===== src/rtl/fp_mul_normalize_round.sv =====
// Normalize and round stage of the FP multiplier: 2-stage pipeline turning a raw
// 48-bit significand product into IEEE-754 single fields with overflow/underflow/NaN handling.
module fp_mul_normalize_round #(
    parameter int unsigned EXP_W = 10,
    parameter int unsigned BIAS  = 127
) (
    input  logic              clock,
    input  logic              resetn,
    input  logic              ce,
    input  logic              in_valid,
    input  logic              in_sign,
    input  logic [EXP_W-1:0]  in_exponent,
    input  logic [47:0]       in_product,
    input  logic              in_zero,
    input  logic              in_inf,
    input  logic              in_nan,
    output logic              out_valid,
    output logic              out_sign,
    output logic [7:0]        out_exponent,
    output logic [23:0]       out_significand,
    output logic              out_overflow,
    output logic              out_underflow,
    output logic              out_inexact
);

    localparam int unsigned MANT_W       = 24;
    localparam int unsigned OUT_EXP_W    = 8;
    localparam int unsigned EXP_ALL_ONES = 2 * BIAS + 1;

    localparam logic signed [EXP_W-1:0] EXP_MAX  = EXP_W'(EXP_ALL_ONES);
    localparam logic signed [EXP_W-1:0] EXP_ZERO = '0;
    localparam logic [OUT_EXP_W-1:0]    EXP_INF  = OUT_EXP_W'(EXP_ALL_ONES);
    localparam logic [MANT_W-1:0]       SIG_INF  = 24'h800000;
    localparam logic [MANT_W-1:0]       SIG_QNAN = 24'hC00000;

    // Stage 1 combinational normalize: product is in [1,4), so at most a 1-bit shift
    logic [MANT_W-1:0]       norm_mant;
    logic                    norm_guard;
    logic                    norm_sticky;
    logic signed [EXP_W-1:0] norm_exp;

    always_comb begin
        norm_mant   = in_product[46:23];
        norm_guard  = in_product[22];
        norm_sticky = |in_product[21:0];
        norm_exp    = $signed(in_exponent);
        if (in_product[47]) begin
            norm_mant   = in_product[47:24];
            norm_guard  = in_product[23];
            norm_sticky = |in_product[22:0];
            norm_exp    = $signed(in_exponent + EXP_W'(1));
        end
    end

    logic                    s1_valid;
    logic                    s1_sign;
    logic signed [EXP_W-1:0] s1_exp;
    logic [MANT_W-1:0]       s1_mant;
    logic                    s1_guard;
    logic                    s1_sticky;
    logic                    s1_zero;
    logic                    s1_inf;
    logic                    s1_nan;

    always_ff @(posedge clock or negedge resetn) begin
        if (!resetn) begin
            s1_valid  <= 1'b0;
            s1_sign   <= 1'b0;
            s1_exp    <= '0;
            s1_mant   <= '0;
            s1_guard  <= 1'b0;
            s1_sticky <= 1'b0;
            s1_zero   <= 1'b0;
            s1_inf    <= 1'b0;
            s1_nan    <= 1'b0;
        end else if (ce) begin
            s1_valid <= in_valid;
            if (in_valid) begin
                s1_sign   <= in_sign;
                s1_exp    <= norm_exp;
                s1_mant   <= norm_mant;
                s1_guard  <= norm_guard;
                s1_sticky <= norm_sticky;
                s1_zero   <= in_zero;
                s1_inf    <= in_inf;
                s1_nan    <= in_nan;
            end
        end
    end

    // Stage 2 combinational round-to-nearest-even; an all-ones mantissa carries into the exponent
    logic                    round_up;
    logic [MANT_W:0]         mant_sum;
    logic [MANT_W-1:0]       rnd_mant;
    logic signed [EXP_W-1:0] rnd_exp;

    always_comb begin
        round_up = s1_guard & (s1_sticky | s1_mant[0]);
        mant_sum = {1'b0, s1_mant} + (MANT_W + 1)'(round_up);
        rnd_mant = mant_sum[MANT_W-1:0];
        rnd_exp  = s1_exp;
        if (mant_sum[MANT_W]) begin
            rnd_mant = SIG_INF;
            rnd_exp  = $signed(s1_exp + EXP_W'(1));
        end
    end

    logic                 res_sign;
    logic [OUT_EXP_W-1:0] res_exp;
    logic [MANT_W-1:0]    res_sig;
    logic                 res_ovf;
    logic                 res_unf;
    logic                 res_inx;

    // Special operands take priority over the computed exponent range checks
    always_comb begin
        res_sign = s1_sign;
        res_exp  = rnd_exp[OUT_EXP_W-1:0];
        res_sig  = rnd_mant;
        res_ovf  = 1'b0;
        res_unf  = 1'b0;
        res_inx  = s1_guard | s1_sticky;
        if (s1_nan || (s1_inf && s1_zero)) begin
            res_sign = 1'b0;
            res_exp  = EXP_INF;
            res_sig  = SIG_QNAN;
            res_inx  = 1'b0;
        end else if (s1_inf) begin
            res_exp = EXP_INF;
            res_sig = SIG_INF;
            res_inx = 1'b0;
        end else if (s1_zero) begin
            res_exp = '0;
            res_sig = '0;
            res_inx = 1'b0;
        end else if (rnd_exp >= EXP_MAX) begin
            res_exp = EXP_INF;
            res_sig = SIG_INF;
            res_ovf = 1'b1;
            res_inx = 1'b1;
        end else if (rnd_exp <= EXP_ZERO) begin
            res_exp = '0;
            res_sig = '0;
            res_unf = 1'b1;
            res_inx = 1'b1;
        end
    end

    // Data outputs only load on a valid result so the packing stage sees stable fields otherwise
    always_ff @(posedge clock or negedge resetn) begin
        if (!resetn) begin
            out_valid       <= 1'b0;
            out_sign        <= 1'b0;
            out_exponent    <= '0;
            out_significand <= '0;
            out_overflow    <= 1'b0;
            out_underflow   <= 1'b0;
            out_inexact     <= 1'b0;
        end else if (ce) begin
            out_valid <= s1_valid;
            if (s1_valid) begin
                out_sign        <= res_sign;
                out_exponent    <= res_exp;
                out_significand <= res_sig;
                out_overflow    <= res_ovf;
                out_underflow   <= res_unf;
                out_inexact     <= res_inx;
            end
        end
    end

endmodule


===== config.mk =====
export PLATFORM = sky130hd
export DESIGN_NAME = fp_mul_normalize_round
export DESIGN_NICKNAME = d
export VERILOG_FILES = /design/src/rtl/fp_mul_normalize_round.sv
export SDC_FILE = /design/constraint.sdc
export NUM_CORES = 1
export LEC_CHECK = 0
export ABC_AREA = 0
export CAP_MARGIN = 20
export CELL_PAD_IN_SITES_DETAIL_PLACEMENT = 2
export CELL_PAD_IN_SITES_GLOBAL_PLACEMENT = 2
export CORE_MARGIN = 2
export CORE_UTILIZATION = 31
export CTS_CLUSTER_SIZE = 12
export DETAILED_ROUTE_END_ITERATION = 10
export PLACE_DENSITY_LB_ADDON = 0.2
export REMOVE_ABC_BUFFERS = 1
export SLEW_MARGIN = 20
export SYNTH_ARGS = -nofsm -noshare
export SYNTH_HDL_FRONTEND = slang
export SYNTH_SLANG_ARGS = --single-unit

===== constraint.sdc =====
create_clock -name clock -period 4.2 [get_ports clock]
set_clock_uncertainty 0.15 [all_clocks]
set_input_delay 0.63 -clock clock [delete_from_list [all_inputs] [get_ports clock]]
set_output_delay 0.63 -clock clock [all_outputs]
set_load 0.02 [all_outputs]

==> summary.md <==
| Metric | Value |
|---|---|
| Mapped Avg Cell Area | `9.630 µm²` |
| Setup Fix Bufs, Post-CTS | `0` |
| Max-slew headroom | `approximately 37%` |
| Crit. Startpoint | `s1_guard` |
| Fmax | `277.1 MHz` |
| Share of flip-flops with an asynchronous set or reset | `100.0%` |
| Largest net degree at the start of global routing | `79` |
| Critical Path Source Type | `flip-flop` |
| Max VDD drop | `0.1918 mV` |
| Reg-to-Reg End | `out_significand[3]` |
| Max_cap viols | `0` |
| Cell Int Power | `1.692 mW` |
| CTS buffer count | `9` |
| Hold-fix buffers, CTS | `0` |
| CP arrival | `3.65 ns` |
| Layout overhead on the synthesized area | `33.41%` |
| Most frequent cells in the layout | `100 x clkdlybuf4s50_1, 78 x dfrtp_1, 60 x nor2_1` |
| Non-filler instance count after layout | `737` |
| P per Cell Area | `409.0 nW/µm²` |
| DR WL/cell | `between 15 and 20 µm` |
| Net switching power | `roughly 0.74 mW` |
| Share of cells above drive strength 1 | `11.49%` |
| Placed cell count | `slightly above 700` |
| Cells after synthesis | `462` |
| CP max FO | `16` |
| Most used DFF post-synth | `dfrtp_1` |
| CTS max path bufs | `2` |
| Final Hold Fails | `0` |
| Most common cell after layout, fill and taps aside | `clkdlybuf4s50_1` |
| Clk Latency, worst-skew pair | `0.33 ns` |
| Setup TNS | `0 ns` |
| Core area | `13930 µm²` |
| R2R Setup Slk | `0.59 ns` |
| Residual DRC | `0` |
| Drt pass-1 iters | `4` |
| Sequential share of the synthesized area | `43.87%` |
| Worst hold path type | `input port to async pin` |
| Die ar. | `between 15000 and 20000 µm²` |
| IO Pins | `103` |
| H-tree Lvls | `3` |
| CP Class | `flip-flop to flip-flop` |
| Synth warnings | `0` |
| Port buffer count | `102` |
| Initial antenna violation count | `0` |
| Count of unique library cells instantiated by Yosys | `53` |
| Clock-pin slew on the worst setup and hold paths | `0.06 ns` |
| Cell area after synthesis | `between 4000 and 5000 µm²` |
| Remaining Overflow, GRT | `0` |
| Post-synth top area share | `43.87%` |
| Vias/cell | `5.152` |
| NumNets Final | `622` |
| R2R Path Start | `s1_guard` |
| Clock Tree Root | `clkbuf_16` |
| Status | `complete, no violations` |
| Vias in the first global route | `about 4000` |
| Setup-failing EPs final | `0` |
| 1st-iter DRT viols | `140` |
| Via count | `around 3800` |
| Die Width | `123.8 µm` |
| Initial Util | `31.93%` |
| Post-synth EDFFs | `0` |
| Leakage power | `2.310 nW` |
| Slew @ Worst Pin | `0.9462 ns` |
| Area leader, netlist | `dfrtp_1` |
| FP Rows | `43` |
| Cells on worst reg2reg path | `10` |
| Comb pwr share | `23.6%` |
| Slew Viols, Final | `0` |
| TritonCTS clock tree | `yes` |
| Resize count post-CTS | `0` |
| Final Wtd Congestion | `0.8089` |
| Clock power frac | `between 30 and 40%` |
| Synth area leaders | `dfrtp_1 44%, mux2i_1 5.8%, nor2_1 5.1%` |
| Seq cells post-synth | `78` |
| Diode count | `0` |
| Tmin final | `3.609 ns` |
| Final cycle utilization of the critical path | `a little under nine tenths` |
| Routed WL | `13040 µm` |
| Clock sink count | `78` |
| GRT Total Usage | `17.88%` |
| Final core utilization | `42.60%` |
| DP HPWL | `9755 µm` |
| Die Y | `approximately 120 µm` |
| First-pass GRT wire length | `21170 µm` |
| RSZ-0062 raised after global routing | `false` |
| Layout fillers | `1500` |
| Crit path required time | `roughly 4.2 ns` |
| Antenna-violating nets left | `0` |
| CP Capture Type | `flip-flop` |
| Switching part of the total | `between 30% and 40%` |
| Reg power frac | `roughly two fifths` |
-- power groups by stage --
stage	clock network [mW]	registers, mW	logic (mW)
floorplan	0	0.989	0.264
global placement	0	0.967	0.557
detailed placement	0	0.976	0.575
CTS	0.907	0.964	0.583
global route	0.937	0.981	0.629
finish	0.892	0.963	0.573
-- synth_stat cells (2+ instances only) --
cell	instances
xnor2_1	24
xor2_1	16
nand3_1	16
or2_2	4
a31oi_1	3
ha_1	4
nor3_1	5
o221ai_1	2
and3_1	3
o21ai_0	5
dfrtp_1	78
buf_1	9
mux2_2	4
mux2i_1	26
nand2_1	47
a2111oi_0	2
clkbuf_1	13
and3_2	2
or4_1	5
o31ai_1	4
a211oi_1	9
clkbuf_8	2
and2_1	4
a21oi_1	39
buf_6	2
nor4_1	9
nor2_1	60
buf_2	2
inv_1	9
and4_1	3
nand4_1	13
o31ai_2	17
-- sequential cells by signal, summed over array words and instances (netlist names) --
| name | count |
|---|---|
| s1_inf | 1 |
| out_exponent | 8 |
| s1_sign | 1 |
| s1_valid | 1 |
| s1_zero | 1 |
| s1_sticky | 1 |
| out_valid | 1 |
| s1_mant | 24 |
| s1_nan | 1 |
| out_significand | 24 |
| out_inexact | 1 |
| out_overflow | 1 |
| s1_guard | 1 |
| out_sign | 1 |
| out_underflow | 1 |
| s1_exp | 10 |
-- critical path, stage by stage (launching register included) --
cell and delay, ns:
dfrtp_1 0.38, o21a_1 0.14, ha_1 0.19, ha_1 0.25
nand4_2 0.18, or4_1 0.70, nor4_4 0.34, mux2_4 0.36
o211ai_4 0.45, buf_12 0.23, o31ai_1 0.10
-- layout make-up --
| type | instances | area [µm²] | share of cell area, % |
|---|---|---|---|
| Clock buffer | 10 | 229.0 | 3.858 |
| Multi-Input combinational cell | 345 | 2303 | 38.81 |
| Inverter | 9 | 33.78 | 0.5691 |
| Tap cell | 180 | 225.2 | 3.794 |
| Clock inverter | 6 | 110.1 | 1.855 |
| Timing Repair Buffer | 109 | 1082 | 18.23 |
| Sequential cell | 78 | 1952 | 32.88 |
-- worst max-delay path by stage --
stage,end,slack (ns),depth (start not counted)
3_5_place_dp,out_significand[3],0.58,10
4_1_cts,out_significand[3],0.54,10
6_report,out_significand[3],0.59,10
2_1_floorplan,out_significand[22],0.79,9
5_1_grt,out_significand[3],0.41,10
3_3_place_gp,out_significand[5],0.73,10
-- routing by layer --
layer	track usage (%)	part of all wire [%]	up-vias
met4	5.682	1.3	0
met5	0	0	-
met2	28.74	46	96
met3	2.381	4.0	10
met1	24.97	49	1867
li1	-	-	1824
-- per-stage QoR --
stage                     cell area [µm²]  total power, mW  setup slack, ns  hold slack, ns
after floorplan                      4288            1.253           0.7874          0.1844
after global placement               5593            1.524           0.7320          0.3025
after detailed placement             5593            1.550           0.5826          0.3111
after CTS                            5932            2.454           0.5367          0.3252
after global routing                 5936            2.547           0.4127          0.2467
final                                5936            2.428           0.5909          0.1781
-- kinds of logic (layout without fill, tap and decap cells) --
kind of cell    count (synthesis)  after routing  synth area share [%]
mux                            31             31                 7.199
simple gates                  179            179                 19.63
compound gates                 91             91                 15.92
buf+inv                        39            134                 4.387
xor+xnor                       40             40                 7.874
fa+ha+maj                       4              4                 1.125
flops                          78             78                 43.87
Note: power is estimated with default switching activity, not from simulation.
